[src/rtl/winograd_pkg.sv]
// Shared types and elaboration helpers for the Winograd output-path tile stitcher.
package winograd_pkg;

  typedef enum logic {
    COLLECT = 1'b0,
    DRAIN   = 1'b1
  } stitch_state_e;

  function automatic int unsigned ceil_div(input int unsigned a, input int unsigned b);
    return (a + b - 1) / b;
  endfunction

  // Counter width that stays legal for a single-entry dimension.
  function automatic int unsigned cnt_width(input int unsigned n);
    return (n > 1) ? $clog2(n) : 1;
  endfunction

  // Bit offset of tile element (i,j) within the flattened, LSB-first tile bus.
  function automatic int unsigned elem_lsb(input int unsigned i, input int unsigned j,
                                           input int unsigned tile, input int unsigned dw);
    return (i * tile + j) * dw;
  endfunction

endpackage

[src/rtl/winograd_raster_counter.sv]
// Row-major ROWS x COLS position counter; wraps to (0,0) after the last position.
module winograd_raster_counter
  import winograd_pkg::*;
#(
  parameter int unsigned ROWS = 2,
  parameter int unsigned COLS = 2
) (
  input  logic                       clk,
  input  logic                       rst_n,
  input  logic                       clr,
  input  logic                       inc,
  output logic [cnt_width(ROWS)-1:0] row,
  output logic [cnt_width(COLS)-1:0] col,
  output logic                       last
);

  localparam int unsigned RW = cnt_width(ROWS);
  localparam int unsigned CW = cnt_width(COLS);
  localparam logic [RW-1:0] ROW_MAX = RW'(ROWS - 1);
  localparam logic [CW-1:0] COL_MAX = CW'(COLS - 1);

  always_ff @(posedge clk) begin
    if (!rst_n || clr) begin
      row <= '0;
      col <= '0;
    end else if (inc) begin
      if (col == COL_MAX) begin
        col <= '0;
        row <= (row == ROW_MAX) ? '0 : row + 1'b1;
      end else begin
        col <= col + 1'b1;
      end
    end
  end

  assign last = (row == ROW_MAX) && (col == COL_MAX);

endmodule

[src/rtl/winograd_tile_stitcher.sv]
// Assembles raster-ordered TILE x TILE tiles into an image buffer, then streams it row-major.
module winograd_tile_stitcher
  import winograd_pkg::*;
#(
  parameter int unsigned DATA_WIDTH = 32,
  parameter int unsigned TILE       = 4,
  parameter int unsigned IMG_ROWS   = 8,
  parameter int unsigned IMG_COLS   = 10
) (
  input  logic                             clk,
  input  logic                             rst_n,
  input  logic                             abort,
  input  logic                             tile_valid,
  output logic                             tile_ready,
  input  logic [DATA_WIDTH*TILE*TILE-1:0]  tile_data,
  output logic                             pix_valid,
  input  logic                             pix_ready,
  output logic [DATA_WIDTH-1:0]            pix_data,
  output logic [cnt_width(IMG_ROWS)-1:0]   pix_row,
  output logic [cnt_width(IMG_COLS)-1:0]   pix_col,
  output logic                             pix_last,
  output logic                             busy,
  output logic                             frame_done
);

  localparam int unsigned TILES_R = ceil_div(IMG_ROWS, TILE);
  localparam int unsigned TILES_C = ceil_div(IMG_COLS, TILE);

  if (TILE < 2) begin : g_bad_tile
    $error("winograd_tile_stitcher: TILE must be at least 2");
  end
  if (IMG_ROWS < 1) begin : g_bad_rows
    $error("winograd_tile_stitcher: IMG_ROWS must be at least 1");
  end
  if (IMG_COLS < 1) begin : g_bad_cols
    $error("winograd_tile_stitcher: IMG_COLS must be at least 1");
  end

  stitch_state_e                    state;
  logic [cnt_width(TILES_R)-1:0]    tr;
  logic [cnt_width(TILES_C)-1:0]    tc;
  logic                             tile_last;
  logic                             pix_end;
  logic                             tile_fire;
  logic                             pix_fire;
  logic [DATA_WIDTH-1:0]            img [IMG_ROWS][IMG_COLS];

  assign tile_fire = rst_n && !abort && (state == COLLECT) && tile_valid && tile_ready;
  assign pix_fire  = rst_n && !abort && (state == DRAIN) && pix_valid && pix_ready;

  winograd_raster_counter #(.ROWS(TILES_R), .COLS(TILES_C)) u_tile_cnt (
    .clk   (clk),
    .rst_n (rst_n),
    .clr   (abort),
    .inc   (tile_fire),
    .row   (tr),
    .col   (tc),
    .last  (tile_last)
  );

  winograd_raster_counter #(.ROWS(IMG_ROWS), .COLS(IMG_COLS)) u_pix_cnt (
    .clk   (clk),
    .rst_n (rst_n),
    .clr   (abort),
    .inc   (pix_fire),
    .row   (pix_row),
    .col   (pix_col),
    .last  (pix_end)
  );

  always_ff @(posedge clk) begin
    if (!rst_n) begin
      state      <= COLLECT;
      tile_ready <= 1'b0;
      pix_valid  <= 1'b0;
      frame_done <= 1'b0;
    end else if (abort) begin
      state      <= COLLECT;
      tile_ready <= 1'b1;
      pix_valid  <= 1'b0;
      frame_done <= 1'b0;
    end else begin
      frame_done <= 1'b0;
      case (state)
        COLLECT: begin
          if (tile_fire && tile_last) begin
            state      <= DRAIN;
            tile_ready <= 1'b0;
            pix_valid  <= 1'b1;
          end else begin
            tile_ready <= 1'b1;
          end
        end
        DRAIN: begin
          if (pix_fire && pix_end) begin
            state      <= COLLECT;
            tile_ready <= 1'b1;
            pix_valid  <= 1'b0;
            frame_done <= 1'b1;
          end
        end
        default: state <= COLLECT;
      endcase
    end
  end

  // Iterating over image cells (not tile elements) makes the overhang clip implicit.
  always_ff @(posedge clk) begin
    if (tile_fire) begin
      for (int unsigned r = 0; r < IMG_ROWS; r++) begin
        for (int unsigned c = 0; c < IMG_COLS; c++) begin
          if ((r / TILE) == 32'(tr) && (c / TILE) == 32'(tc)) begin
            img[r][c] <= tile_data[elem_lsb(r % TILE, c % TILE, TILE, DATA_WIDTH) +: DATA_WIDTH];
          end
        end
      end
    end
  end

  assign pix_data = img[pix_row][pix_col];
  assign pix_last = pix_valid && pix_end;
  assign busy     = (state != COLLECT) || (tr != '0) || (tc != '0);

endmodule
[config.mk]
export PLATFORM = sky130hd
export DESIGN_NAME = winograd_tile_stitcher
export DESIGN_NICKNAME = d
export VERILOG_FILES = /design/src/rtl/winograd_pkg.sv /design/src/rtl/winograd_raster_counter.sv /design/src/rtl/winograd_tile_stitcher.sv
export SDC_FILE = /design/constraint.sdc
export NUM_CORES = 2
export LEC_CHECK = 0
export CORE_UTILIZATION = 35
export DETAILED_ROUTE_END_ITERATION = 12
export PLACE_DENSITY_LB_ADDON = 0.2
export SETUP_SLACK_MARGIN = 0.2
export SYNTH_ARGS = -nofsm -noshare
export SYNTH_HDL_FRONTEND = slang
export SYNTH_SLANG_ARGS = --single-unit
[constraint.sdc]
create_clock -name clk -period 50.2 [get_ports clk]
set_input_delay 10.04 -clock clk [delete_from_list [all_inputs] [get_ports clk]]
set_output_delay 10.04 -clock clk [all_outputs]
set_load 0.03 [all_outputs]
### Yosys cells after proc, flatten, opt, wreduce, memory -nomap -nowiden

Memories as Yosys holds them, arrays and structs flattened. A register that Yosys moved wholly into a read port is not among the register bits.
Index checks and enable logic that the tools add are counted.

* memories: 1
* register bits: 14
* bits in writable memories: 2560

Memory list
* img: words 8, width 320, read ports 1, clocked after memory_dff 1, write ports 4, line winograd_tile_stitcher.sv:46 `logic [DATA_WIDTH-1:0] img [IMG_ROWS][IMG_COLS];`

* add/sub/neg operators: 4
* magnitude comparators: 1
* equality and inequality tests: 8
* muxes and demuxes: 50
* bitwise gates (word level): 4
* reductions and logical operators: 34

Operators by type and width (count)
* 320-bit two-way mux: 4
* 320-bit OR reduction: 4
* 32-bit binary-select mux with 4-bit select: 1
* 32-bit two-way mux: 2
* 3-bit two-way mux: 11
* 1-bit two-way mux: 27
* 1-bit logical AND: 18
* 1-bit one-hot mux with 2 select lines: 3
* 2-bit AND reduction: 3
* 5-bit greater-or-equal comparator (second input constant): 1
* 4-bit NOT with 5-bit output: 1
* 4-bit by 1-bit adder with 4-bit output (second input constant): 1
* 4-bit equality test (second input constant): 1
* 4-bit two-way mux: 1
* 2-bit by 1-bit != test with 1-bit output (second input constant): 2
* 3-bit by 1-bit adder with 3-bit output (second input constant): 1
* 3-bit equality test (second input constant): 1
* 1-bit logical OR: 3
* 3-bit by 2-bit != test with 1-bit output (second input constant): 1
* 1-bit NOT: 3
* 3-bit OR reduction: 1
* 2-bit by 1-bit adder with 2-bit output (second input constant): 1
* 1-bit by 2-bit equality test with 1-bit output (first input constant): 1
* 2-bit equality test (first input constant): 1
* 7 further kinds: 8

### Logic depth before layout (Yosys ltp)

* word-level depth: 9
* gate-level depth with buffers: 10
* gate-level depth less buffers: 6

### Hierarchy

Synthesis repeated with hierarchy kept, for this count alone.

* cell total of the unflattened synthesis: 4175
* area total of the unflattened synthesis: 98139.1 um2

Modules (own cells, without submodules)
* winograd_tile_stitcher: seq. area each 76953.8 um2, area an instance 97621.1 um2, cells an instance 4119, times used 1
* winograd_raster_counter at u_pix_cnt: seq. area each 140.1 um2, area an instance 370.4 um2, cells an instance 41, times used 1
* winograd_raster_counter at u_tile_cnt: seq. area each 60.1 um2, area an instance 147.6 um2, cells an instance 15, times used 1

### Worst setup path after synthesis

OpenSTA, ideal clock, no wires.

* kind: input to register
* start point: in abort
* end point: mem img[0][192] in the netlist's numbering, enable pin
* buffers on the path: 1
* setup time: 2.015 ns
* stages: 4
* setup slack: 3.169 ns
* arrival: 45.016 ns
* cell sequence: nand2b_1 > clkbuf_1 > or3_1 > nor3_1

RTL lines
* start: declaration: line winograd_tile_stitcher.sv:12 `input logic abort,`
* end: declaration: line winograd_tile_stitcher.sv:46

==> out/qor.yml <==
floorplanning:
  die_width_microns: 535
  fp.dieH_microns: 535
  io_pins: 561
  floorplan.rows: 195
  design.die.area_sq_mm: 0.286
  start_util_pct: 35.2
  core_area_sq_mm: 0.283
global_routing:
  pin_count_of_the_biggest_net_entering_global_routing: 159
  grt_pass1_wl_mm: 426
  first_global_vias: 51820
  globalRoute.totalOverflow: 0
  grt_antenna_before_repair: 171
  grt_util_all_layers_pct: 21.4
setup_path:
  start_kind: "register"
  criticalPathCategory: "register to output pin"
  critical_path_arrival_ns: 7.47
  cp_data_required_time_ns: 40.16
  timing.reg2reg.worst_path_depth: 7
  endpoint_kind: "output pin"
  crit_path_max_fanout: 122
place:
  placed_cell_area_sq_mm: 0.109
  place_hpwl_mm: 201
  placement.io_buffers: 560
  place_congestion: 0.824
  placedCellCount: 8941
sta:
  rsz0062_at_grt: "no"
  layout_worst_path_cycle_share_pct: 34.9
  finalMaxSlewViolations: 0
  period_minus_slack_ns: 17.51
  skew_ns: 0.0721
  setup_violations: 0
  timing.fmax_mhz: 57.1
  worstMarginPinSlew_ns: 1.38
  fin_setup_tns_ns: 0
  hold_viol_final: 0
  slew_headroom_pct: 7.07
cells_and_area:
  area_delta_synth_final_pct: 19.1
  final_area_sq_mm: 0.118
  total_number_of_nets_in_the_final_design: 6006
  finish.utilization_pct: 41.9
  instances_no_fill: 9516
  drive_gt1_share_pct: 20.2
  num-fill-cells: 24646
clocking:
  clk_transition_reported_paths_ns: 0.06
  insertion_delay_ns: 0.90
  number_of_hold_buffers_added_after_cts: 0
  tritoncts_num_sinks: 2577
  post_cts.repair.setup_buffers: 0
  cts-buffers-inserted: 287
  cts_resized: 0
  tritoncts: "yes"
  cts-htree-levels: 5
  cts-root-to-sink-buffers: 4
  clockRootBuffer: "sky130_fd_sc_hd__clkbuf_16"
synthesis:
  yosys_warnings: 0
  synth_edf_count: 2560
  yosys-top-cells-area: "sky130_fd_sc_hd__edfxtp_1, sky130_fd_sc_hd__mux4_2, sky130_fd_sc_hd__mux2i_1"
  syn_area_per_cell_sq_um: 20.7
  synth_seq_cells: 2577
  synth_cell_types: 59
  post_synth_instance_area_sq_mm: 0.0995
  yosysSeqAreaShare_pct: 77.6
  synth-main-ff-cell: "sky130_fd_sc_hd__edfxtp_1"
  synthDominantAreaCellType: "sky130_fd_sc_hd__edfxtp_1"
  synth_async_sr_flop_share_pct: 0
  synth_cells: 4807
  synth_top_area_share_pct: 77.3
  synth.net_count: 5326
routing:
  route.detailed.vias_per_inst: 5.44
  routed_wire_length_per_instance_microns: 32.6
  dr.pass1.iters: 5
  drt_wl_total_mm: 310
  first_iter_violations: 5315
  vias: 51784
  detail_route.drc_violations: 0
  drtAntennaViolNets: 0
worst_hold_path:
  hp-class: "register to register"
  hold-path-cell-count: 2
run_status:
  status: "complete, no violations"
power:
  power.leakage_nw: 35.5
  largest_vdd_supply_drop_v: 0.0000243
  power.density_mw_per_mm2: 38.1
job:
  drv.max_cap_violation_count: 0
-- flip-flops by register name, summed over array words and instances, names as in the netlist, named ones only --
signal	flops
frame_done	1
img	2560
pix_valid	1
state	1
tile_ready	1
u_pix_cnt.col	4
u_pix_cnt.row	3
u_tile_cnt.col	2
u_tile_cnt.row	1
-- worst max-delay path, cell delays in order, from the launching register on --
cell and delay, ns:
sky130_fd_sc_hd__dfxtp_4 0.77, sky130_fd_sc_hd__buf_4 0.53, sky130_fd_sc_hd__buf_4 0.49, sky130_fd_sc_hd__buf_4 0.69, sky130_fd_sc_hd__buf_12 0.56, sky130_fd_sc_hd__mux2_2 0.29
sky130_fd_sc_hd__o22ai_1 0.08, sky130_fd_sc_hd__o41ai_1 1.06, sky130_fd_sc_hd__nor3_1 0.11, sky130_fd_sc_hd__o31ai_1 0.90, sky130_fd_sc_hd__clkdlybuf4s50_1 0.84
-- where the power goes --
group	internal, mW	switching [mW]
combinational	0.0403	0.0491
clock	1.18	0.868
sequential	2.38	0.00201
-- layer usage --
| metal | global-route usage [%] | wire length [microns] | vias to the layer above | part of all wire [%] |
|---|---|---|---|---|
| li1 | - | - | 21534 | - |
| met1 | 29.3 | 131000 | 27383 | 42 |
| met2 | 32.4 | 139000 | 2103 | 45 |
| met3 | 6.93 | 29900 | 598 | 9.7 |
| met4 | 6.01 | 8480 | 166 | 2.7 |
| met5 | 0 | 1080 | - | 0.35 |
-- path summary, 6_finish.rpt --
| path | from | slack [ns] | to |
|---|---|---|---|
| max reg2reg | tile_ready | 44.79 | img[0][115] |
| min | u_pix_cnt.row[0] | 0.54 | register |
| max | register | 32.69 | pix_data[20] |
| min reg2reg | u_pix_cnt.row[0] | 0.54 | register |
-- cell usage after synthesis, types with 13 or more instances --
cell	instances
sky130_fd_sc_hd__edfxtp_1	2560
sky130_fd_sc_hd__mux2i_1	391
sky130_fd_sc_hd__mux4_2	329
sky130_fd_sc_hd__mux2_2	250
sky130_fd_sc_hd__o22ai_1	147
sky130_fd_sc_hd__a22oi_1	115
sky130_fd_sc_hd__nor2_1	114
sky130_fd_sc_hd__clkbuf_1	92
sky130_fd_sc_hd__a211oi_1	79
sky130_fd_sc_hd__buf_2	70
sky130_fd_sc_hd__nor2b_1	68
sky130_fd_sc_hd__a21oi_1	62
sky130_fd_sc_hd__buf_4	58
sky130_fd_sc_hd__o31ai_1	56
sky130_fd_sc_hd__and3_1	53
sky130_fd_sc_hd__buf_6	48
sky130_fd_sc_hd__nor4_1	41
sky130_fd_sc_hd__a2111oi_0	39
sky130_fd_sc_hd__nor3_1	25
sky130_fd_sc_hd__nor4b_1	19
sky130_fd_sc_hd__a22o_1	18
sky130_fd_sc_hd__a31oi_1	18
sky130_fd_sc_hd__nand2_1	18
sky130_fd_sc_hd__dfxtp_1	17
sky130_fd_sc_hd__nand2b_1	14
sky130_fd_sc_hd__nand3_1	13
-- cell type report --
| class | count | area [sq um] | area share [%] |
|---|---|---|---|
| Inverter | 3 | 18.8 | 0.0158 |
| Clock inverter | 165 | 1620 | 1.36 |
| Tap cell | 3743 | 4680 | 3.95 |
| Clock buffer | 352 | 7520 | 6.35 |
| Timing Repair Buffer | 679 | 6630 | 5.60 |
| Multi-Input combinational cell | 1939 | 20600 | 17.4 |
| Sequential cell | 2577 | 77200 | 65.2 |
| Antenna cell | 58 | 145 | 0.123 |
-- kinds of logic after synthesis --
family	Yosys count	share of synthesized area, %
mux	970	14.2
fa+ha+maj	2	0.0252
xor+xnor	3	0.0264
compound gates	567	4.03
simple gates	397	2.21
buf+inv	291	1.87
flops	2577	77.6
-- stage by stage --
stage,setup slack [ns],hold WS [ns],total power [mW]
after floorplan,3.17,0.509,2.44
after global placement,33.33,0.539,2.51
after detailed placement,33.49,0.530,2.51
after CTS,32.47,0.550,4.56
after global routing,32.48,0.575,4.64
final,32.69,0.544,4.52
-- layout by cell type (no fill, tap or decap), types with 13 or more instances in the layout --
master                               n
sky130_fd_sc_hd__edfxtp_1         2560
sky130_fd_sc_hd__clkdlybuf4s50_1   560
sky130_fd_sc_hd__mux2i_1           391
sky130_fd_sc_hd__mux4_2            329
sky130_fd_sc_hd__clkbuf_16         291
sky130_fd_sc_hd__mux2_2            250
sky130_fd_sc_hd__o22ai_1           147
sky130_fd_sc_hd__a22oi_1           115
sky130_fd_sc_hd__nor2_1            108
sky130_fd_sc_hd__buf_4             107
sky130_fd_sc_hd__a211oi_1           79
sky130_fd_sc_hd__nor2b_1            65
sky130_fd_sc_hd__a21oi_1            62
sky130_fd_sc_hd__clkbuf_1           60
sky130_fd_sc_hd__diode_2            58
sky130_fd_sc_hd__o31ai_1            56
sky130_fd_sc_hd__clkinv_1           56
sky130_fd_sc_hd__and3_1             52
sky130_fd_sc_hd__clkinv_2           52
sky130_fd_sc_hd__nor4_1             40
sky130_fd_sc_hd__a2111oi_0          31
sky130_fd_sc_hd__nor3_1             23
sky130_fd_sc_hd__bufinv_16          21
sky130_fd_sc_hd__a31oi_1            18
sky130_fd_sc_hd__a22o_1             18
sky130_fd_sc_hd__nor4b_1            17
sky130_fd_sc_hd__nand2_1            16
sky130_fd_sc_hd__nand3_1            13
Power figures use the tool's default switching activity.
